==> src/rtl/adc_sample_sequencer_if.sv <==
// Control, ADC-side and output-stream signals of the ADC sample sequencer.
// master = sequencer side, slave = environment (ADC controller, consumer, CSRs).
interface adc_sample_sequencer_if #(
  parameter int RESOLUTION = 8,
  parameter int PERIOD_W   = 16
);
  logic                  en;
  logic [PERIOD_W-1:0]   period;
  logic                  clr;
  logic                  adc_start;
  logic                  adc_rdy;
  logic [RESOLUTION-1:0] adc_result;
  logic [RESOLUTION-1:0] data;
  logic                  valid;
  logic                  ready;
  logic                  overrun;
  logic                  skip;

  modport master (
    input  en, period, clr, adc_rdy, adc_result, ready,
    output adc_start, data, valid, overrun, skip
  );

  modport slave (
    output en, period, clr, adc_rdy, adc_result, ready,
    input  adc_start, data, valid, overrun, skip
  );
endinterface

==> src/rtl/adc_sample_sequencer.sv <==
// Periodically starts the SAR ADC, captures each result, averages 2**AVG_LOG2 results
// and offers the mean on a one-entry valid/ready output register.
module adc_sample_sequencer #(
  parameter int RESOLUTION = 8,
  parameter int AVG_LOG2   = 2,
  parameter int PERIOD_W   = 16
) (
  input  logic                  clk_i,
  input  logic                  rst_ni,
  adc_sample_sequencer_if.master bus
);
  localparam int ACC_W  = RESOLUTION + AVG_LOG2;
  localparam int SCNT_W = AVG_LOG2 + 1;
  localparam logic [SCNT_W-1:0] LAST = SCNT_W'((1 << AVG_LOG2) - 1);

  typedef enum logic [1:0] {IDLE, START, BUSY} state_t;

  state_t                state;
  logic [PERIOD_W-1:0]   cnt, per_q, per_cur;
  logic                  tick, rdy_q, keep, capture, done;
  logic [ACC_W-1:0]      acc, sum;
  logic [SCNT_W-1:0]     scnt;
  logic [RESOLUTION-1:0] avg;

  // period_i only takes effect at the start of a period (cnt == 0)
  assign per_cur = (cnt == '0) ? bus.period : per_q;
  assign tick    = bus.en && (cnt == per_cur);

  // result is only valid in the first ready cycle; keep drops results of
  // conversions that saw en low at any point
  assign capture = (state == BUSY) && !rdy_q && bus.adc_rdy && keep && bus.en;
  assign sum     = acc + ACC_W'(bus.adc_result);
  assign done    = capture && (scnt == LAST);
  assign avg     = RESOLUTION'(sum >> AVG_LOG2);

  always_ff @(posedge clk_i or negedge rst_ni) begin
    if (!rst_ni) begin
      cnt   <= '0;
      per_q <= '0;
    end else begin
      if (cnt == '0) per_q <= bus.period;
      if (!bus.en || tick) cnt <= '0;
      else                 cnt <= cnt + 1'b1;
    end
  end

  always_ff @(posedge clk_i or negedge rst_ni) begin
    if (!rst_ni) begin
      state         <= IDLE;
      bus.adc_start <= 1'b0;
      rdy_q         <= 1'b0;
      keep          <= 1'b0;
      bus.skip      <= 1'b0;
    end else begin
      rdy_q         <= bus.adc_rdy;
      bus.adc_start <= 1'b0;
      if (!bus.en)  keep     <= 1'b0;
      if (bus.clr)  bus.skip <= 1'b0;
      case (state)
        IDLE: if (tick) begin
          if (bus.adc_rdy) begin
            state         <= START;
            bus.adc_start <= 1'b1;
            keep          <= 1'b1;
          end else begin
            bus.skip <= 1'b1;
          end
        end
        START: begin
          state <= BUSY;
          if (tick) bus.skip <= 1'b1;
        end
        BUSY: begin
          if (!rdy_q && bus.adc_rdy) state <= IDLE;
          if (tick) bus.skip <= 1'b1;
        end
        default: state <= IDLE;
      endcase
    end
  end

  always_ff @(posedge clk_i or negedge rst_ni) begin
    if (!rst_ni) begin
      acc         <= '0;
      scnt        <= '0;
      bus.data    <= '0;
      bus.valid   <= 1'b0;
      bus.overrun <= 1'b0;
    end else begin
      if (!bus.en) begin
        acc  <= '0;
        scnt <= '0;
      end else if (capture) begin
        if (done) begin
          acc  <= '0;
          scnt <= '0;
        end else begin
          acc  <= sum;
          scnt <= scnt + 1'b1;
        end
      end
      if (bus.clr) bus.overrun <= 1'b0;
      // a handshake in the completion cycle frees the slot for the new average
      if (done && bus.valid && !bus.ready) begin
        bus.overrun <= 1'b1;
      end else if (done) begin
        bus.data  <= avg;
        bus.valid <= 1'b1;
      end else if (bus.valid && bus.ready) begin
        bus.valid <= 1'b0;
      end
    end
  end
endmodule

==> src/flat_wrapper.sv <==
// flat-port wrapper written by rule: the top's interface ports become plain ports
module adc_sample_sequencer_flat 
#(
  parameter int RESOLUTION = 8,
  parameter int AVG_LOG2   = 2,
  parameter int PERIOD_W   = 16
)
  (clk_i, rst_ni, bus_en, bus_period, bus_clr, bus_adc_rdy, bus_adc_result, bus_ready, bus_adc_start, bus_data, bus_valid, bus_overrun, bus_skip);
  adc_sample_sequencer_if #(.RESOLUTION(RESOLUTION), .PERIOD_W(PERIOD_W)) bus_i ();
  input  logic clk_i;
  input  logic rst_ni;
  input wire logic [$bits(bus_i.en)-1:0] bus_en;
  input wire logic [$bits(bus_i.period)-1:0] bus_period;
  input wire logic [$bits(bus_i.clr)-1:0] bus_clr;
  input wire logic [$bits(bus_i.adc_rdy)-1:0] bus_adc_rdy;
  input wire logic [$bits(bus_i.adc_result)-1:0] bus_adc_result;
  input wire logic [$bits(bus_i.ready)-1:0] bus_ready;
  output wire logic [$bits(bus_i.adc_start)-1:0] bus_adc_start;
  output wire logic [$bits(bus_i.data)-1:0] bus_data;
  output wire logic [$bits(bus_i.valid)-1:0] bus_valid;
  output wire logic [$bits(bus_i.overrun)-1:0] bus_overrun;
  output wire logic [$bits(bus_i.skip)-1:0] bus_skip;
  assign bus_i.en = bus_en;
  assign bus_i.period = bus_period;
  assign bus_i.clr = bus_clr;
  assign bus_i.adc_rdy = bus_adc_rdy;
  assign bus_i.adc_result = bus_adc_result;
  assign bus_i.ready = bus_ready;
  assign bus_adc_start = bus_i.adc_start;
  assign bus_data = bus_i.data;
  assign bus_valid = bus_i.valid;
  assign bus_overrun = bus_i.overrun;
  assign bus_skip = bus_i.skip;
  adc_sample_sequencer #(.RESOLUTION(RESOLUTION), .AVG_LOG2(AVG_LOG2), .PERIOD_W(PERIOD_W)) u_core (.clk_i(clk_i), .rst_ni(rst_ni), .bus(bus_i));
endmodule
==> config.mk <==
export PLATFORM = sky130hd
export DESIGN_NAME = adc_sample_sequencer_flat
export DESIGN_NICKNAME = d
export VERILOG_FILES = /design/src/rtl/adc_sample_sequencer_if.sv /design/src/rtl/adc_sample_sequencer.sv /design/src/flat_wrapper.sv
export SDC_FILE = /design/constraint.sdc
export NUM_CORES = 1
export LEC_CHECK = 0
export ABC_AREA = 1
export BUFFER_PORTS_ARGS = -buffer_cell sky130_fd_sc_hd__buf_2
export CORE_ASPECT_RATIO = 0.5
export CORE_MARGIN = 2
export CORE_UTILIZATION = 54
export DETAILED_ROUTE_END_ITERATION = 6
export PLACE_DENSITY = 0.75
export SYNTH_ARGS = -nofsm -noshare
export SYNTH_HDL_FRONTEND = slang
export SYNTH_SLANG_ARGS = --single-unit
==> constraint.sdc <==
create_clock -name clk_i -period 6 [get_ports clk_i]
set_input_delay 0.3 -clock clk_i [delete_from_list [all_inputs] [get_ports clk_i]]
set_output_delay 0.3 -clock clk_i [all_outputs]
set_load 0.01 [all_outputs]
==> results.md <==
* WL final at 7.54 mm
* Deepest clock path buffer count at 2
* Initial Util at between 50% and 60%
* Syn Std Cell Area at 3550 sq um
* Netlist cell types at 33
* I/O Buffers at 41
* WP buf/inv at 2
* Power Density at 281 nW/um^2
* Slew headroom at between 40% and 50%
* Yosys top cell by area: dfrtp_1
* Core area at 6210 sq um
* Status: completed
* MaxCap Viol Count at 0
* DRT iter0 DRCs at 207
* Seq cells post-synth at 61
* Cells after Synth at around 450
* Routed vias at about 3.1k
* Gr ovfl total at 0
* Io pins at 42
* Htree depth at 3
* Post-synthesis sequential area ratio at 43.0%
* First-pass GRT wire length at 13.1 mm
* Number of CTS-inserted buffers at 9
* Die width at 119 microns
* Clk pin slew, worst setup/hold paths at 0.06 ns
* RSZ-0062 raised after global routing: false
* Drt wl/cell at 12.9 microns
* CTS Hold Bufs at 0
* Min Tclk post-route at 2.61 ns
* Peak Freq at approximately 0.38 GHz
* Fin cells at 585
* Rows at 20
* Top Family by Delay on Critical Path: simple AND/OR/NAND/NOR gates
* Gr usage total at 23.7%
* Die Y at 61.4 microns
* Clk_lat worst skew at 0.33 ns
* Post-cts sizing count at 0
* Layout Nets at 538
* Area delta synth->final at 17.1%
* Post-CTS setup buffer count at 0
* Hold Path Class: in -> reg
* Synth area leaders: dfrtp_1 (43%), nand2_1 (12%), nand3_1 (7.9%), ha_1 (5.3%), inv_1 (5.1%)
* Fin crit share at about 44%
* Largest net degree at the start of global routing at 62
* CTS tree: yes
* Crit. End Element: register
* Most used cell, CP: nand2_1
* Skew final at 0.00791 ns
* Final hold vios at 0
* Worst EP required at a little over 6 ns
* Vias per inst at approximately 5.2
* Post-Syn Area per Cell at 7.98 sq um
* CP Launch Type: register
* Worst-path maximum fanout at 17
* Crit-path cells: inv_1 -> ha_1 -> inv_1 -> nor2_1 -> nand2_2 -> nor2_8 -> nand2_4 -> nand2_1 -> nand2_1 -> nand2_1 -> nand2_1 -> nor2_1 -> nand2_1 -> nor2_4 -> nand3_2 -> nand2_1 -> nand3_1 -> nand2_1 -> nand2_1
* Antenna cell count at 0
* CP peak stage delay at 0.41 ns
* Antenna viol nets, final at 0
* Die ar. at 7280 sq um
* Share of layout cells above drive strength 1 at between 10% and 20%
* CTS root buf: clkbuf_16
* WS Path Type: reg -> reg
* Initial antenna violation count at 0
* Clk sinks at approximately 60
* Slew Viols, Final at 0
* Peak supply drop at roughly 210 uV
* Post-DP HPWL at 5.37 mm
* Syn Nets at 491
* Area share of the leading cell type in the synthesized netlist at 43.0%
* Worst slew pin tran at 0.753 ns
* CP max stage cell: dfrtp_1
* Placed cell count at about 570
* Crit path DAT at between 2 and 3 ns
* Residual DRC at 0
* Drt first pass iters at 4
* Leak at approximately 2.2 nW
* Vias in the first global route at approximately 2.9k
* Synth warn at 0
* RePlAce Congestion at between 0.8 and 0.9
* Final Setup Violations at 0
* Setup TNS at 0 ns
==> registers in the layout, indices dropped and copies added, names as in the netlist <==
register,flops
u_core.per_q,16
u_core.bus.valid,1
u_core.bus.skip,1
u_core.bus.data,8
u_core.rdy_q,1
u_core.cnt,16
u_core.scnt,3
u_core.bus.overrun,1
u_core.bus.adc_start,1
u_core.acc,10
u_core.state,2
u_core.keep,1
==> synth_stat cells, drive strengths merged <==
cell type and n:
nand2 129, dfrtp 61, nand3 57, nor2 53
inv 50, o21ai 18, a21oi 15, ha 15
nor3 7, xor2 7, buf 5, a32o 4
nand3b 4, nor3b 4, nand4 3, xnor2 3
nor4 2, o22ai 2, clkbuf 1, clkinv 1
fa 1, o211ai 1, o21bai 1, o31ai 1
==> layout make-up <==
class                      count  area [sq um]
clock buffer                  13           280
sequential                    61          1530
tap                           88           110
clock inverter                 3          65.1
timing repair buffer          42           213
fill                         550          2050
multi-input combinational    327          1770
inverter                      51           191
==> report_power, final <==
group,internal [mW],switching (mW),total (mW)
logic,0.0470,0.0911,0.138
registers,0.435,0.0121,0.447
clock network,0.408,0.178,0.586
total,0.890,0.281,1.17
==> routing by layer <==
| metal | global-route usage [%] | wire length [microns] | part of all wire, % | up-vias |
|---|---|---|---|---|
| met5 | 0 | 0 | 0 | - |
| met4 | 7.31 | 106 | 1.4 | 0 |
| met3 | 7.04 | 441 | 5.8 | 10 |
| met2 | 38.5 | 3240 | 43 | 92 |
| met1 | 31.5 | 3760 | 50 | 1417 |
| li1 | - | - | - | 1541 |
==> worst reg2reg max path, cell delays in order, from the launching register on <==
cell and delay (ns):
dfrtp_1 0.41, inv_1 0.09, ha_1 0.16, inv_1 0.05
nor2_1 0.12, nand2_2 0.12, nor2_8 0.25, nand2_4 0.21
nand2_1 0.14, nand2_1 0.08, nand2_1 0.07, nand2_1 0.05
nor2_1 0.08, nand2_1 0.10, nor2_4 0.14, nand3_2 0.10
nand2_1 0.09, nand3_1 0.11, nand2_1 0.09, nand2_1 0.05
==> cell usage in the layout, fill, tap and decap left out, types with 2 or more instances in the layout <==
| master | count |
|---|---|
| nand3b_1 | 4 |
| clkbuf_8 | 4 |
| o21ai_0 | 18 |
| a32o_1 | 4 |
| nor2_8 | 2 |
| xor2_1 | 7 |
| bufinv_16 | 2 |
| buf_2 | 41 |
| nor2_2 | 4 |
| nand2_4 | 4 |
| dfrtp_1 | 61 |
| nand2_1 | 118 |
| inv_1 | 48 |
| nor3b_1 | 4 |
| nand3_1 | 56 |
| nor2_1 | 46 |
| clkbuf_16 | 9 |
| nand2_2 | 7 |
| a21oi_1 | 15 |
| nor3_1 | 3 |
| ha_1 | 15 |
| xnor2_1 | 3 |
| nand4_1 | 3 |
| nor3_2 | 4 |
| o22ai_1 | 2 |
| inv_2 | 2 |
==> through the flow <==
stage	utilization [%]	worst slack [ns]	area [sq um]	total power [mW]	hold WS, ns
after global routing	67.0	3.09	4160	1.22	0.111
after CTS	67.0	3.39	4160	1.18	0.109
after global placement	61.5	3.57	3810	0.588	0.454
after detailed placement	61.5	3.46	3810	0.591	0.456
after floorplan	-	3.88	3550	0.552	0.00441
final	67.0	3.39	4160	1.17	0.117
==> final timing paths <==
check	start	end	slack, ns	cells past startpoint
max in group asynchronous	rst_ni	u_core.per_q[9]$_DFF_PN0_	5.38	2
hold / removal	bus_adc_rdy	u_core.rdy_q$_DFF_PN0_	0.12	1
setup / recovery	u_core.cnt[0]$_DFF_PN0_	u_core.state[0]$_DFFE_PN0P_	3.39	19
setup reg to reg	u_core.cnt[0]$_DFF_PN0_	u_core.state[0]$_DFFE_PN0P_	3.39	19
min in group asynchronous	rst_ni	u_core.acc[4]$_DFFE_PN0P_	0.13	2
hold reg to reg	u_core.bus.data[2]$_DFFE_PN0P_	u_core.bus.data[2]$_DFFE_PN0P_	0.48	2
==> kinds of logic (layout without fill, tap and decap cells) <==
| group | Yosys count | in the layout | share of synthesized area (%) |
|---|---|---|---|
| XOR/XNOR | 10 | 10 | 2.47 |
| AND/OR/NAND/NOR | 259 | 259 | 34.9 |
| buffers and inverters | 57 | 109 | 7.08 |
| AO/OA/AOI/OAI | 42 | 42 | 6.76 |
| adder cells (fa/ha/maj) | 16 | 16 | 5.85 |
| flip-flops | 61 | 61 | 43.0 |
(Power assumes the default switching activity.)
